**src/rtl/mod_seq_ctrl_pkg.sv**
```systemverilog
// Shared types for the repeated-subtraction mod/divide sequencer: state encoding,
// command bundle and the state-to-command decode.
package mod_seq_ctrl_pkg;

  localparam int CNT_W_DEF = 32;

  typedef enum logic [2:0] {
    ST_IDLE = 3'd0,
    ST_LOAD = 3'd1,
    ST_CMP  = 3'd2,
    ST_SUB  = 3'd3,
    ST_SAVE = 3'd4,
    ST_DONE = 3'd5
  } state_e;

  typedef struct packed {
    logic load;
    logic cmp;
    logic sub;
    logic save;
  } cmd_t;

  // One-hot datapath command per working state; none in IDLE/DONE or illegal codes.
  function automatic cmd_t decode_cmd(input state_e s);
    cmd_t c;
    c      = '0;
    c.load = (s == ST_LOAD);
    c.cmp  = (s == ST_CMP);
    c.sub  = (s == ST_SUB);
    c.save = (s == ST_SAVE);
    return c;
  endfunction

endpackage

```
**src/rtl/mod_seq_ctrl_if.sv**
```systemverilog
// Handshake/command bundle between the ALU decoder + mod datapath (master) and
// the sequencer (slave).
interface mod_seq_ctrl_if
  import mod_seq_ctrl_pkg::*;
#(
  parameter int CNT_W = CNT_W_DEF
);
  logic             start;
  logic             abort;
  logic             divisor_zero;
  logic             temp_less_than;
  logic             load_command;
  logic             compare_command;
  logic             substract_command;
  logic             save_command;
  logic             busy;
  logic             done;
  logic [CNT_W-1:0] quotient;
  logic             div_by_zero;
  logic             limit_err;

  modport master (
    output start, abort, divisor_zero, temp_less_than,
    input  load_command, compare_command, substract_command, save_command,
           busy, done, quotient, div_by_zero, limit_err
  );

  modport slave (
    input  start, abort, divisor_zero, temp_less_than,
    output load_command, compare_command, substract_command, save_command,
           busy, done, quotient, div_by_zero, limit_err
  );
endinterface

```
**src/rtl/mod_iter_counter.sv**
```systemverilog
// Iteration/quotient up-counter with a registered-count compare against MAX_ITER.
// at_limit is high when the next increment would reach MAX_ITER.
module mod_iter_counter #(
  parameter int               CNT_W    = 32,
  parameter logic [CNT_W-1:0] MAX_ITER = {CNT_W{1'b1}}
) (
  input  logic             clk,
  input  logic             rst,
  input  logic             clear,
  input  logic             inc,
  output logic [CNT_W-1:0] count,
  output logic             at_limit
);

  localparam logic [CNT_W-1:0] ONE  = {{(CNT_W-1){1'b0}}, 1'b1};
  localparam logic [CNT_W-1:0] LAST = MAX_ITER - ONE;

  logic [CNT_W-1:0] count_q;
  logic [CNT_W-1:0] count_d;

  always_comb begin
    count_d = count_q;
    if (clear) begin
      count_d = '0;
    end else if (inc) begin
      count_d = count_q + ONE;
    end
  end

  always_ff @(posedge clk or negedge rst) begin
    if (!rst) begin
      count_q <= '0;
    end else begin
      count_q <= count_d;
    end
  end

  assign count    = count_q;
  assign at_limit = (count_q == LAST);

endmodule

```
**src/rtl/mod_seq_ctrl.sv**
```systemverilog
// Sequencer for the 32-bit repeated-subtraction modulo/divide datapath: issues
// load/compare/subtract/save, counts subtractions, reports done and error flags.
module mod_seq_ctrl
  import mod_seq_ctrl_pkg::*;
#(
  parameter int               CNT_W    = CNT_W_DEF,
  parameter logic [CNT_W-1:0] MAX_ITER = {CNT_W{1'b1}}
) (
  input  logic          clk,
  input  logic          rst,
  mod_seq_ctrl_if.slave bus
);

  state_e           state_q, state_d;
  logic             dbz_q, dbz_d;
  logic             lim_q, lim_d;
  logic             cnt_clear, cnt_inc;
  logic             at_limit;
  logic [CNT_W-1:0] count;
  cmd_t             cmd;

  mod_iter_counter #(
    .CNT_W    (CNT_W),
    .MAX_ITER (MAX_ITER)
  ) u_iter_counter (
    .clk      (clk),
    .rst      (rst),
    .clear    (cnt_clear),
    .inc      (cnt_inc),
    .count    (count),
    .at_limit (at_limit)
  );

  always_comb begin
    state_d   = state_q;
    dbz_d     = dbz_q;
    lim_d     = lim_q;
    cnt_clear = 1'b0;
    cnt_inc   = 1'b0;
    case (state_q)
      ST_IDLE: begin
        if (bus.start) begin
          state_d = ST_LOAD;
          dbz_d   = 1'b0;
          lim_d   = 1'b0;
        end
      end
      ST_LOAD: begin
        cnt_clear = 1'b1;
        if (bus.divisor_zero) begin
          state_d = ST_DONE;
          dbz_d   = 1'b1;
        end else begin
          state_d = ST_CMP;
        end
      end
      ST_CMP: begin
        state_d = bus.temp_less_than ? ST_SAVE : ST_SUB;
      end
      ST_SUB: begin
        cnt_inc = 1'b1;
        if (at_limit) begin
          state_d = ST_DONE;
          lim_d   = 1'b1;
        end else begin
          state_d = ST_CMP;
        end
      end
      ST_SAVE: state_d = ST_DONE;
      ST_DONE: state_d = ST_IDLE;
      default: state_d = ST_IDLE;
    endcase

    // Abort wins over everything and leaves the partial quotient and flags untouched.
    if (bus.abort && (state_q inside {ST_LOAD, ST_CMP, ST_SUB, ST_SAVE})) begin
      state_d   = ST_IDLE;
      dbz_d     = dbz_q;
      lim_d     = lim_q;
      cnt_clear = 1'b0;
      cnt_inc   = 1'b0;
    end
  end

  always_ff @(posedge clk or negedge rst) begin
    if (!rst) begin
      state_q <= ST_IDLE;
      dbz_q   <= 1'b0;
      lim_q   <= 1'b0;
    end else begin
      state_q <= state_d;
      dbz_q   <= dbz_d;
      lim_q   <= lim_d;
    end
  end

  assign cmd                   = decode_cmd(state_q);
  assign bus.load_command      = cmd.load;
  assign bus.compare_command   = cmd.cmp;
  assign bus.substract_command = cmd.sub;
  assign bus.save_command      = cmd.save;
  assign bus.busy              = (state_q != ST_IDLE);
  assign bus.done              = (state_q == ST_DONE);
  assign bus.quotient          = count;
  assign bus.div_by_zero       = dbz_q;
  assign bus.limit_err         = lim_q;

endmodule
```
**src/flat_wrapper.sv**
```systemverilog
// flat-port wrapper written by rule: the top's interface ports become plain ports
module mod_seq_ctrl_flat import mod_seq_ctrl_pkg::*;
#(
  parameter int               CNT_W    = CNT_W_DEF,
  parameter logic [CNT_W-1:0] MAX_ITER = {CNT_W{1'b1}}
)
  (clk, rst, bus_start, bus_abort, bus_divisor_zero, bus_temp_less_than, bus_load_command, bus_compare_command, bus_substract_command, bus_save_command, bus_busy, bus_done, bus_quotient, bus_div_by_zero, bus_limit_err);
  mod_seq_ctrl_if #(.CNT_W(CNT_W)) bus_i ();
  input  logic clk;
  input  logic rst;
  input wire logic [$bits(bus_i.start)-1:0] bus_start;
  input wire logic [$bits(bus_i.abort)-1:0] bus_abort;
  input wire logic [$bits(bus_i.divisor_zero)-1:0] bus_divisor_zero;
  input wire logic [$bits(bus_i.temp_less_than)-1:0] bus_temp_less_than;
  output wire logic [$bits(bus_i.load_command)-1:0] bus_load_command;
  output wire logic [$bits(bus_i.compare_command)-1:0] bus_compare_command;
  output wire logic [$bits(bus_i.substract_command)-1:0] bus_substract_command;
  output wire logic [$bits(bus_i.save_command)-1:0] bus_save_command;
  output wire logic [$bits(bus_i.busy)-1:0] bus_busy;
  output wire logic [$bits(bus_i.done)-1:0] bus_done;
  output wire logic [$bits(bus_i.quotient)-1:0] bus_quotient;
  output wire logic [$bits(bus_i.div_by_zero)-1:0] bus_div_by_zero;
  output wire logic [$bits(bus_i.limit_err)-1:0] bus_limit_err;
  assign bus_i.start = bus_start;
  assign bus_i.abort = bus_abort;
  assign bus_i.divisor_zero = bus_divisor_zero;
  assign bus_i.temp_less_than = bus_temp_less_than;
  assign bus_load_command = bus_i.load_command;
  assign bus_compare_command = bus_i.compare_command;
  assign bus_substract_command = bus_i.substract_command;
  assign bus_save_command = bus_i.save_command;
  assign bus_busy = bus_i.busy;
  assign bus_done = bus_i.done;
  assign bus_quotient = bus_i.quotient;
  assign bus_div_by_zero = bus_i.div_by_zero;
  assign bus_limit_err = bus_i.limit_err;
  mod_seq_ctrl #(.CNT_W(CNT_W), .MAX_ITER(MAX_ITER)) u_core (.clk(clk), .rst(rst), .bus(bus_i));
endmodule
```
**config.mk**
```make
export PLATFORM = sky130hd
export DESIGN_NAME = mod_seq_ctrl_flat
export DESIGN_NICKNAME = d
export VERILOG_FILES = /design/src/rtl/mod_seq_ctrl_pkg.sv /design/src/rtl/mod_seq_ctrl_if.sv /design/src/rtl/mod_iter_counter.sv /design/src/rtl/mod_seq_ctrl.sv /design/src/flat_wrapper.sv
export SDC_FILE = /design/constraint.sdc
export NUM_CORES = 1
export LEC_CHECK = 0
export BUFFER_PORTS_ARGS = -buffer_cell sky130_fd_sc_hd__buf_2
export CAP_MARGIN = 20
export CORE_MARGIN = 3
export CORE_UTILIZATION = 49
export CTS_CLUSTER_SIZE = 20
export DETAILED_ROUTE_END_ITERATION = 10
export PLACE_DENSITY = 0.8
export SYNTH_ARGS = -nofsm -noshare
export SYNTH_HDL_FRONTEND = slang
export SYNTH_SLANG_ARGS = --single-unit
```
**constraint.sdc**
```tcl
create_clock -name clk -period 2.1 [get_ports clk]
set_input_delay 0.42 -clock clk [delete_from_list [all_inputs] [get_ports clk]]
set_output_delay 0.42 -clock clk [all_outputs]
set_load 0.02 [all_outputs]
```
== Yosys cells after proc, flatten, opt, wreduce, memory -nomap -nowiden ==
Index checks and enable logic that the tools add are counted.

* Register bits after elaboration: 37
* Latch bits: 0
* Memory bits (writable): 0
* Bits in read-only memories: 0
* Input port bits: 6
* Output and inout bits: 40
* Memories: 0

* Add/sub/neg operators: 1
* Multipliers: 0
* Divide/modulo/power cells: 0
* Order comparisons: 0
* Eq/ne operators: 10
* Shifts and indexed selects: 0
* Muxes and demuxes: 17
* Bitwise operators: 1
* Reduce and logical (&&, ||, !) cells: 9

{| class="wikitable"
|+ Operators by type and width
! kind !! count
|-
| 32-bit 2-to-1 mux || 2
|-
| 32-bit by 1-bit adder with 32-bit output (second input constant) || 1
|-
| 32-bit == test (second input constant) || 1
|-
| 3-bit 2-to-1 mux || 5
|-
| 3-bit one-hot mux with 5 select lines || 1
|-
| 4-bit AND reduction || 2
|-
| 1-bit 2-to-1 mux || 7
|-
| 3-bit by 2-bit == test with 1-bit output (second input constant) || 2
|-
| 3-bit == test (second input constant) || 2
|-
| 2-bit nonzero test || 3
|-
| 2-bit != test (second input constant) || 2
|-
| 1-bit one-hot mux with 2 select lines || 2
|-
| 4-bit nonzero test || 1
|-
| 3-bit by 1-bit == test with 1-bit output (second input constant) || 1
|-
| 3-bit logical NOT || 1
|-
| 3-bit by 2-bit != test with 1-bit output (second input constant) || 1
|-
| 3-bit nonzero test || 1
|-
| 2-bit by 1-bit != test with 1-bit output (second input constant) || 1
|-
| 1-bit logical AND || 1
|-
| 1-bit NOT || 1
|}

== Logic depth before layout (Yosys ltp) ==
Gate-level depths: netlist (run 1).

* Depth after elaboration: 6
* Gate-level depth with buffers: 7
* Gate-level depth less buffers: 6

== Cells and area by module ==
A second synthesis (run 1) with hierarchy kept.

* Cells, all modules: 228
* Area total of the unflattened synthesis: 2,102.0 um2

{| class="wikitable"
|+ Modules (own cells, without submodules)
! module !! times used !! cells an instance !! area each (um2)
|-
| mod_iter_counter || 1 || 185 || 1,724.2
|-
| mod_seq_ctrl || 1 || 43 || 377.9
|}

== Worst setup path after synthesis (run 1) ==
Ideal clock, no wire load.

* Kind: input to register
* Start: input bus_abort
* End: register u_core.u_iter_counter.count_q[29], in the netlist u_core.u_iter_counter.count[29]
* Setup time: 0.078 ns
* Arrival: 2.191 ns
* Data required time: 2.022 ns
* Slack: -0.169 ns
* Stages on the path: 6
* Path buffers: 2
* Path through: buf_2 -> or3b_1 -> or4_1 -> buf_2 -> or4_1 -> a21oi_1

* Cells in the longest elaborated chain, start to end: 3
* Elaborated cells on any way between the ends: 5

{| class="wikitable"
|+ RTL lines
! item !! line !! source
|-
| from (decl) || flat_wrapper.sv:12 || <nowiki>input wire logic [$bits(bus_i.abort)-1:0] bus_abort;</nowiki>
|-
| 1-bit logical AND (*) || mod_seq_ctrl.sv:75 || <nowiki>if (bus.abort && (state_q inside {ST_LOAD, ST_CMP, ST_SUB, ST_SAVE})) begin</nowiki>
|-
| 1-bit 2-to-1 mux || mod_seq_ctrl.sv:75 ||
|-
| 32-bit 2-to-1 mux or 2-bit nonzero test (tied branches) || n/a ||
|-
| to (signal assigned) || mod_iter_counter.sv:34 || <nowiki>count_q <= count_d;</nowiki>
|-
| to (decl) || mod_iter_counter.sv:18 || <nowiki>logic [CNT_W-1:0] count_q;</nowiki>
|}

Mark *: on every way between the ends. The rest lies on a longest branch, timed or not.
A chain may end at the register's enable or synchronous reset.

== Final worst setup path (run 1) ==
* Start: register u_core.state_q[2]
* End: register u_core.u_iter_counter.count_q[21], in the netlist u_core.u_iter_counter.count[21]

* Cells in the longest elaborated chain, start to end: 5
* Elaborated cells on any way between the ends: 12

{| class="wikitable"
|+ RTL lines
! item !! line !! source
|-
| from (decl) || mod_seq_ctrl.sv:14 || <nowiki>state_e state_q, state_d;</nowiki>
|-
| from (signal assigned) || mod_seq_ctrl.sv:90 || <nowiki>state_q <= state_d;</nowiki>
|-
| 3-bit by 1-bit == test with 1-bit output, or another cell as far along || mod_seq_ctrl.sv:40, mod_seq_ctrl.sv:75 ||
|-
| 4-bit nonzero test || mod_seq_ctrl.sv:75 ||
|-
| 1-bit logical AND || mod_seq_ctrl.sv:75 ||
|-
| 1-bit 2-to-1 mux || mod_seq_ctrl.sv:75 ||
|-
| 32-bit 2-to-1 mux or 2-bit nonzero test (tied branches) || n/a ||
|}

Parallel ways exist; a longest one is shown, timed or not.

==> impl_metrics.env, run 1 <==
export IMPL_critPathMaxFanout=17
export IMPL_cts_made_buffers=5
export IMPL_dieArea_sq_um=5110
export IMPL_path_cells="or3b_1 > or4_4 > buf_6 > or4_1 > a21oi_2"
export IMPL_grt_max_degree=38
export IMPL_die_height_um=71.5
export IMPL_cts_tree="yes"
export IMPL_synth_seq_area_share=0.440
export IMPL_crit_path_end_kind="flip-flop"
export IMPL_holdWs_ps=214
export IMPL_p_leak_nw=1.23
export IMPL_status="finished, final reports clean"
export IMPL_drive_gt1_frac=0.288
export IMPL_io_buffer_count=45
export IMPL_yosys_warnings=0
export IMPL_clockBufferDepth=2
export IMPL_netlist_area_sq_um=2100
export IMPL_placed_cells=350
export IMPL_routedWlPerCell_um=15.0
export IMPL_finish_instance_area_sq_um=2680
export IMPL_drtIter0Drc=159
export IMPL_fin_skew_ps=9.28
export IMPL_synth_edf_count=0
export IMPL_hold_path_class="primary input to asynchronous set/reset pin"
export IMPL_synth_async_sr_flop_share=1.00
export IMPL_syn_avg_cell_area_sq_um=8.76
export IMPL_tns_ps=0
export IMPL_r2r_cells=5
export IMPL_fillers=331
export IMPL_synth_xor_area_frac=0.0333
export IMPL_grt_met1_usage=0.304
export IMPL_finalCriticalPeriod_ps=2070
export IMPL_synthAdderAreaFrac=0.0119
export IMPL_synthSimpleGateAreaFrac=0.321
export IMPL_fin_nets=316
export IMPL_dieWidth_um=71.5
export IMPL_hold_viol=0
export IMPL_tightestPinTransition_ps=833
export IMPL_cts_reportedPaths_clkPinSlew_ps=80
export IMPL_synth_top_area_frac=0.440
export IMPL_grt_pass1_vias=1985
export IMPL_io_pins=46
export IMPL_fp_row_count=23
export IMPL_yosysUniqueCellTypes=39
export IMPL_dp_hpwl_mm=3.74
export IMPL_grtUsageMet3=0.0435
export IMPL_slowest_delay_ps=480
export IMPL_post_route_util=0.661
export IMPL_maxSlewViolCount=0
export IMPL_fin_crit_sh=0.988
export IMPL_synth_area_leader_cell="dfrtp_1"
export IMPL_synth_mux_area_frac=0
export IMPL_worstSetupPathType="flip-flop to flip-flop"
export IMPL_coreArea_sq_um=4060
export IMPL_powerDensity_nw_per_um2=743
export IMPL_finalSetupViolCount=0
export IMPL_antenna_cells=0
export IMPL_grt_pass1_wl_mm=9.18
export IMPL_synth_net_count=248
export IMPL_gr_usage_met2=0.354
export IMPL_stdcell_count=359
export IMPL_ir_worst_vdd_uv=548
export IMPL_avgViaCountPerCell=5.97
export IMPL_antenna_found_initial=0
export IMPL_cts_sinks=37
export IMPL_synth_compound_gate_area_share=0.158
export IMPL_critPathRequiredTime_ps=2330
export IMPL_postSynthCellCount=240
export IMPL_ant_nets=0
export IMPL_r2r_slack_ps=30
export IMPL_wl_mm=5.38
export IMPL_rsz0062_at_grt="true"
export IMPL_synth_seq_cells=37
export IMPL_cp_start_kind="flip-flop"
export IMPL_htreeDepth=2
export IMPL_worstPathArrival_ps=2300
export IMPL_crit_slowest_cell="or4_4"
export IMPL_ys_flop_type="dfrtp_1"
export IMPL_clock_tree_root_cell="clkbuf_8"
export IMPL_synth_top_family_by_area="simple AND/OR/NAND/NOR gates"
export IMPL_max_clock_freq_mhz=482
export IMPL_rr_startpoint="u_core.state_q[2]$_DFFE_PN0P_"
export IMPL_r2r_end="u_core.u_iter_counter.count[21]$_DFFE_PN0P_"
export IMPL_drcViolationCount=0
export IMPL_routabilityCongestion=0.801
export IMPL_grt_usage=0.222
export IMPL_synthTopCellsByArea="dfrtp_1 (44%), a21oi_1 (5.7%), or4_1 (5.4%), o31ai_1 (4.3%), nand2_1 (3.6%)"
export IMPL_clock_latency_ps=290
export IMPL_crit_path_start="u_core.state_q[2]$_DFFE_PN0P_"
export IMPL_top_usage_layer="met2"
export IMPL_start_util=0.518
export IMPL_placed_area_sq_um=2550
export IMPL_via_count=2144
export IMPL_dr_pass1_iters=4
export IMPL_slew_headroom=0.445
export IMPL_syn_to_final_growth_pct=27.6
export IMPL_maxCapViolations=0
export IMPL_grt_ovfl_total=0
worst max path at each step:
stage / endpoint
5_1_grt: u_core.u_iter_counter.count[11]$_DFFE_PN0P_
2_1_floorplan: u_core.u_iter_counter.count[21]$_DFFE_PN0P_
3_3_place_gp: u_core.u_iter_counter.count[21]$_DFFE_PN0P_
6_report: u_core.u_iter_counter.count[21]$_DFFE_PN0P_
3_5_place_dp: u_core.u_iter_counter.count[21]$_DFFE_PN0P_
4_1_cts: u_core.u_iter_counter.count[21]$_DFFE_PN0P_
sequential cells by signal, summed over array words and instances (netlist names):
signal,count
u_core.bus.div_by_zero,1
u_core.bus.limit_err,1
u_core.u_iter_counter.count,32
u_core.state_q,3
where the power goes:
| group | switching [mW] | internal [mW] |
|---|---|---|
| clock | 0.263 | 0.297 |
| combinational | 0.401 | 0.230 |
| sequential | 0.0439 | 0.760 |
| total | 0.707 | 1.29 |
cell families after synthesis:
| logic type | after synthesis |
|---|---|
| compound gates | 56 |
| xor+xnor | 8 |
| fa+ha+maj | 2 |
| buf+inv | 19 |
| flops | 37 |
| simple gates | 118 |
area by class of cell:
| cell class | instances | area [sq um] | area share |
|---|---|---|---|
| clock buffers | 7 | 96.3 | 0.0359 |
| clock inverters | 1 | 5.00 | 0.00186 |
| inverters | 7 | 26.3 | 0.00979 |
| multi-input cells | 184 | 1130 | 0.421 |
| flip-flops and latches | 37 | 926 | 0.345 |
| well taps | 50 | 62.6 | 0.0233 |
| repair buffers | 73 | 439 | 0.164 |
cells in the final DEF (no fill, tap or decap), types with 2 or more instances in the layout:
cell type,instances
buf_2,45
dfrtp_1,37
buf_4,27
a21oi_1,21
nand2_1,20
nor2_1,16
nand3_1,15
or4_1,14
nand4_1,11
o31ai_1,11
or3_1,9
o21ai_1,9
clkbuf_8,7
inv_1,6
nor3_1,5
and3_1,5
xnor2_1,5
o21ai_0,4
nor3b_1,3
and4_1,3
nor4_1,3
xor2_1,3
a21oi_2,3
and2_1,2
nand4b_1,2
nor2b_1,2
ha_1,2
worst max-delay path: cells and delay by family (launching register included):
family          cells  cell delay (ps)
buf+inv             1              160
compound gates      1              120
flops               1              390
simple gates        3             1330
timing repair:
| action | in CTS | in global routing |
|---|---|---|
| endpoints found under the hold margin | 0 | 0 |
| resized for setup | 1 | 6 |
| buffers inserted | 0 | 1 |
| hold buffers | 0 | 0 |
| setup endpoints to repair | 1 | 4 |
synth_stat cells (5+ instances only):
library cell  instances
a21oi_1              24
and3_1                5
clkbuf_1             10
dfrtp_1              37
inv_1                 6
nand2_1              20
nand3_1              15
nand4_1              11
nor2_1               16
nor3_1                5
o21ai_1               9
o31ai_1              12
or3_1                 9
or4_1                15
xnor2_1               5
per-layer routing:
metal | share of wire | routed length (um)
met1 | 0.46 | 2460
met2 | 0.46 | 2490
met3 | 0.067 | 362
met4 | 0.012 | 66
met5 | 0 | 0
per-stage QoR:
stage / setup WS, ps / total power [mW]
floorplan: -67.8 / 1.23
global placement: -145 / 1.42
detailed placement: -157 / 1.44
CTS: 12.2 / 2.00
global route: -31.2 / 2.10
finish: 25.7 / 1.99
(Power assumes the default switching activity.)
==> inputs of run 2 (changes only) <==
BUFFER_PORTS_ARGS = unset   (was -buffer_cell sky130_fd_sc_hd__buf_2)
CORE_UTILIZATION = 57   (was 49)
DONT_BUFFER_PORTS = 1   (was unset)
PLACE_DENSITY = 0.79   (was 0.8)
==> impl_metrics.env, run 2 (synthesis results as in run 1) <==
export IMPL_layout_common_cells="buf_4 (49), dfrtp_1 (37), a21oi_1 (23)"
export IMPL_status="finished, final reports clean"
export IMPL_grt_usage=0.270
export IMPL_slowest_delay_ps=570
export IMPL_coreArea_sq_um=3440
export IMPL_fin_crit_sh=0.976
export IMPL_clockBufferDepth=2
export IMPL_antenna_cells=0
export IMPL_slew_headroom=0.647
export IMPL_tightestPinTransition_ps=529
export IMPL_grt_ovfl_total=0
export IMPL_critPathRequiredTime_ps=2330
export IMPL_critPathTopFamily="simple AND/OR/NAND/NOR gates"
export IMPL_finalSetupViolCount=0
export IMPL_start_util=0.611
export IMPL_maxCapViolations=0
export IMPL_clock_latency_ps=290
export IMPL_htreeDepth=2
export IMPL_fin_skew_ps=2.89
export IMPL_dieWidth_um=66.7
export IMPL_ant_nets=0
export IMPL_drtIter0Drc=212
export IMPL_path_cells="or3b_4 > or4_4 > or4_4 > a21oi_2"
export IMPL_cp_common_cell="or4_4"
export IMPL_worstPathArrival_ps=2280
export IMPL_critPathMaxFanout=13
export IMPL_rsz0062_at_grt="false"
export IMPL_cts_tree="yes"
export IMPL_antenna_found_initial=0
export IMPL_fp_row_count=21
export IMPL_routedWlPerCell_um=16.4
export IMPL_fin_nets=294
export IMPL_clock_tree_root_cell="clkbuf_8"
export IMPL_grt_pass1_vias=2003
export IMPL_crit_path_end_kind="flip-flop"
export IMPL_hold_viol=0
export IMPL_syn_to_final_growth_pct=24.0
export IMPL_cts_reportedPaths_clkPinSlew_ps=70
export IMPL_dr_pass1_iters=4
export IMPL_final_common_cell="buf_4"
export IMPL_grt_pass1_wl_mm=9.00
export IMPL_hold_path_class="primary input to flip-flop"
export IMPL_maxSlewViolCount=0
export IMPL_drive_gt1_frac=0.220
export IMPL_dp_hpwl_mm=3.87
export IMPL_cp_start_kind="flip-flop"
export IMPL_finalCriticalPeriod_ps=2050
export IMPL_io_pins=46
export IMPL_crit_slowest_cell="or4_4"
export IMPL_grt_max_degree=38
export IMPL_avgViaCountPerCell=6.16
export IMPL_tns_ps=0
export IMPL_holdWs_ps=257
export IMPL_die_height_um=66.7
export IMPL_dieArea_sq_um=4450
export IMPL_via_count=2050
export IMPL_ir_worst_vdd_uv=575
export IMPL_wl_mm=5.46
export IMPL_drcViolationCount=0
export IMPL_cts_sinks=37
export IMPL_largest_reg_flops=32
export IMPL_path_buf_inv=0
export IMPL_cts_made_buffers=5
export IMPL_worstSetupPathType="flip-flop to flip-flop"
export IMPL_routabilityCongestion=0.847
export IMPL_io_buffer_count=0
export IMPL_max_clock_freq_mhz=488
export IMPL_powerDensity_nw_per_um2=737
export IMPL_p_leak_nw=1.11
-- run 2: power breakdown --
group / leakage (nW) / internal (mW) / total, mW / switching [mW]
clock: 0.0450 / 0.230 / 0.493 / 0.263
sequential: 0.511 / 0.759 / 0.824 / 0.0653
combinational: 0.556 / 0.239 / 0.604 / 0.366
-- run 2: path summary, 6_finish.rpt --
kind	start	end	slack [ps]	cells past startpoint
worst max-delay path	u_core.state_q[2]$_DFFE_PN0P_	u_core.u_iter_counter.count[21]$_DFFE_PN0P_	50	4
worst min-delay path	bus_abort	u_core.u_iter_counter.count[18]$_DFFE_PN0P_	260	2
worst max register to register	u_core.state_q[2]$_DFFE_PN0P_	u_core.u_iter_counter.count[21]$_DFFE_PN0P_	50	4
worst min register to register	u_core.u_iter_counter.count[19]$_DFFE_PN0P_	u_core.u_iter_counter.count[19]$_DFFE_PN0P_	640	2
max in group asynchronous	rst	u_core.u_iter_counter.count[28]$_DFFE_PN0P_	1330	2
min in group asynchronous	rst	u_core.u_iter_counter.count[14]$_DFFE_PN0P_	580	2
-- run 2: layout make-up --
class / count / area, sq um
Clock buffer: 6 / 72.6
Fill cell: 271 / 835
Sequential cell: 37 / 926
Timing Repair Buffer: 51 / 398
Inverter: 7 / 26.3
Clock inverter: 2 / 10.0
Multi-Input combinational cell: 184 / 1120
Tap cell: 46 / 57.6
-- run 2: what timing repair did --
item	in CTS	in global routing
endpoints found under the setup margin	1	6
hold endpoints to repair	37	0
pin swaps	0	3
buffers inserted	3	0
gates resized for setup	2	3
hold buffers	2	0
-- run 2: metrics by stage --
stage / instance area (sq um) / cells / power (mW) / worst slack, ps / util
after floorplan: 2120 / 240 / 1.23 / -67.8 / -
final: 2610 / 333 / 1.92 / 51.0 / 0.758
after global placement: 2470 / 321 / 1.40 / -26.1 / 0.716
after CTS: 2610 / 334 / 1.92 / 9.86 / 0.758
after global routing: 2610 / 333 / 2.03 / 0.0360 / 0.758
after detailed placement: 2470 / 321 / 1.41 / -89.3 / 0.716
-- run 2: layer usage --
metal	up-vias	wire (um)	GRT usage
met5	-	0	0
met4	0	74	0.104
met3	6	490	0.0877
met2	75	2580	0.436
met1	973	2320	0.335
li1	996	-	-
==> inputs of run 3 (changes only) <==
==> constraint.sdc (replaced) <==
create_clock -name clk -period 2.1 [get_ports clk]
set_input_delay 0.105 -clock clk [delete_from_list [all_inputs] [get_ports clk]]
set_output_delay 0.105 -clock clk [all_outputs]
set_load 0.02 [all_outputs]
==> impl_metrics.env, run 3 (synthesis results as in run 1) <==
export IMPL_status="finished with violations"
export IMPL_violations="negative setup slack"
export IMPL_cts_tree="yes"
export IMPL_worstPathArrival_ps=2340
export IMPL_wl_mm=5.70
export IMPL_critPathRequiredTime_ps=2330
export IMPL_maxSlewViolCount=0
export IMPL_fin_skew_ps=8.73
export IMPL_grt_pass1_vias=1959
export IMPL_ir_worst_vdd_uv=749
export IMPL_r2r_end="u_core.u_iter_counter.count[25]$_DFFE_PN0P_"
export IMPL_htreeDepth=2
export IMPL_drive_gt1_frac=0.222
export IMPL_drtIter0Drc=194
export IMPL_stdcell_count=330
export IMPL_rsz0062_at_grt="true"
export IMPL_hold_viol=0
export IMPL_hold_path_class="primary input to flip-flop"
export IMPL_ant_nets=0
export IMPL_fin_nets=291
export IMPL_tightestPinTransition_ps=657
export IMPL_r2r_slack_ps=-7
export IMPL_start_util=0.611
export IMPL_io_pins=46
export IMPL_clock_latency_ps=300
export IMPL_r2r_cells=4
export IMPL_dieArea_sq_um=4450
export IMPL_cts_reportedPaths_clkPinSlew_ps=80
export IMPL_finalCriticalPeriod_ps=2110
export IMPL_p_leak_nw=1.11
export IMPL_cts_made_buffers=5
export IMPL_clock_tree_root_cell="clkbuf_8"
export IMPL_slew_headroom=0.561
export IMPL_fin_crit_sh=1.00
export IMPL_crit_path_start="u_core.state_q[2]$_DFFE_PN0P_"
export IMPL_grt_pass1_wl_mm=9.07
export IMPL_antenna_found_initial=0
export IMPL_clockBufferDepth=2
export IMPL_crit_path_end_kind="flip-flop"
export IMPL_post_route_util=0.767
export IMPL_antenna_cells=0
export IMPL_slowest_delay_ps=590
export IMPL_grt_max_degree=38
export IMPL_critPathMaxFanout=8
export IMPL_path_cells="or3b_4 > or4_4 > or4_1 > a21oi_1"
export IMPL_maxCapViolations=0
export IMPL_hp_start="bus_divisor_zero"
export IMPL_p_total_mw=2.10
export IMPL_syn_to_final_growth_pct=25.5
export IMPL_tns_ps=-7.32
export IMPL_finalSetupViolCount=1
export IMPL_holdWs_ps=2.88
export IMPL_dr_pass1_iters=4
export IMPL_cts_sinks=37
export IMPL_coreArea_sq_um=3440
export IMPL_rr_startpoint="u_core.state_q[2]$_DFFE_PN0P_"
export IMPL_layout_common_cells="buf_4 (44), dfrtp_1 (37), a21oi_1 (22)"
export IMPL_placed_cells=319
export IMPL_largest_reg_flops=32
export IMPL_final_common_cell="buf_4"
export IMPL_routedWlPerCell_um=17.3
export IMPL_grt_ovfl_total=0
export IMPL_powerDensity_nw_per_um2=797
export IMPL_fp_row_count=21
export IMPL_fin_ws_ps=-7.32
export IMPL_avgViaCountPerCell=6.38
export IMPL_worstSetupPathType="flip-flop to flip-flop"
export IMPL_cp_start_kind="flip-flop"
export IMPL_via_count=2106
export IMPL_whs_path_depth=2
export IMPL_io_buffer_count=0
export IMPL_drcViolationCount=0
export IMPL_grt_usage=0.269
export IMPL_max_clock_freq_mhz=475
export IMPL_crit_slowest_cell="or4_4"
export IMPL_min_to="u_core.bus.div_by_zero$_DFFE_PN0P_"
export IMPL_dieWidth_um=66.7
export IMPL_die_height_um=66.7
export IMPL_dp_hpwl_mm=3.76
export IMPL_routabilityCongestion=0.798
[run 3: power by group]
| part | total (mW) | switching [mW] | internal (mW) |
|---|---|---|---|
| Clock | 0.658 | 0.272 | 0.386 |
| Sequential | 0.826 | 0.0671 | 0.759 |
| Combinational | 0.621 | 0.379 | 0.242 |
| Total | 2.10 | 0.718 | 1.39 |
[run 3: area by class of cell]
type / instances / area (sq um)
Tap cell: 46 / 57.6
Multi-Input combinational cell: 185 / 1140
Inverter: 7 / 26.3
Timing Repair Buffer: 47 / 370
Clock inverter: 2 / 37.5
Fill cell: 260 / 803
Clock buffer: 6 / 82.6
Sequential cell: 37 / 926
[run 3: critical path, delay by kind of cell (launching register included)]
| kind | cells | cell delay, ps |
|---|---|---|
| simple gates | 3 | 1530 |
| compound gates | 1 | 140 |
| flops | 1 | 380 |
[run 3: worst max path at each step]
stage | endpoint
after detailed placement | u_core.u_iter_counter.count[29]$_DFFE_PN0P_
after CTS | u_core.u_iter_counter.count[29]$_DFFE_PN0P_
after global placement | u_core.u_iter_counter.count[23]$_DFFE_PN0P_
final | u_core.u_iter_counter.count[25]$_DFFE_PN0P_
after global routing | u_core.u_iter_counter.count[25]$_DFFE_PN0P_
after floorplan | u_core.u_iter_counter.count[23]$_DFFE_PN0P_
[run 3: stage by stage]
step           instance area [sq um]  worst slack (ps)
2_1_floorplan                   2110              11.7
3_3_place_gp                    2450              25.9
3_5_place_dp                    2450            -0.917
4_1_cts                         2620             -7.53
5_1_grt                         2640             -64.4
6_report                        2640             -7.32
[run 3: per-layer routing]
metal  global-route usage  share of wire  up-vias
met5                    0              0        -
met4               0.0939          0.016        0
met3               0.0826          0.083        9
met2                0.441           0.49       89
met1                0.334           0.41     1006
li1                     -              -     1002
[run 3: what timing repair did]
item / 4_1_cts / 5_1_grt
endpoints found under the setup margin: 6 / 9
buffers inserted: 0 / 0
endpoints found under the hold margin: 38 / 0
pin swaps: 0 / 8
hold buffers: 3 / 0
resized for setup: 1 / 7
cloned: 0 / 1
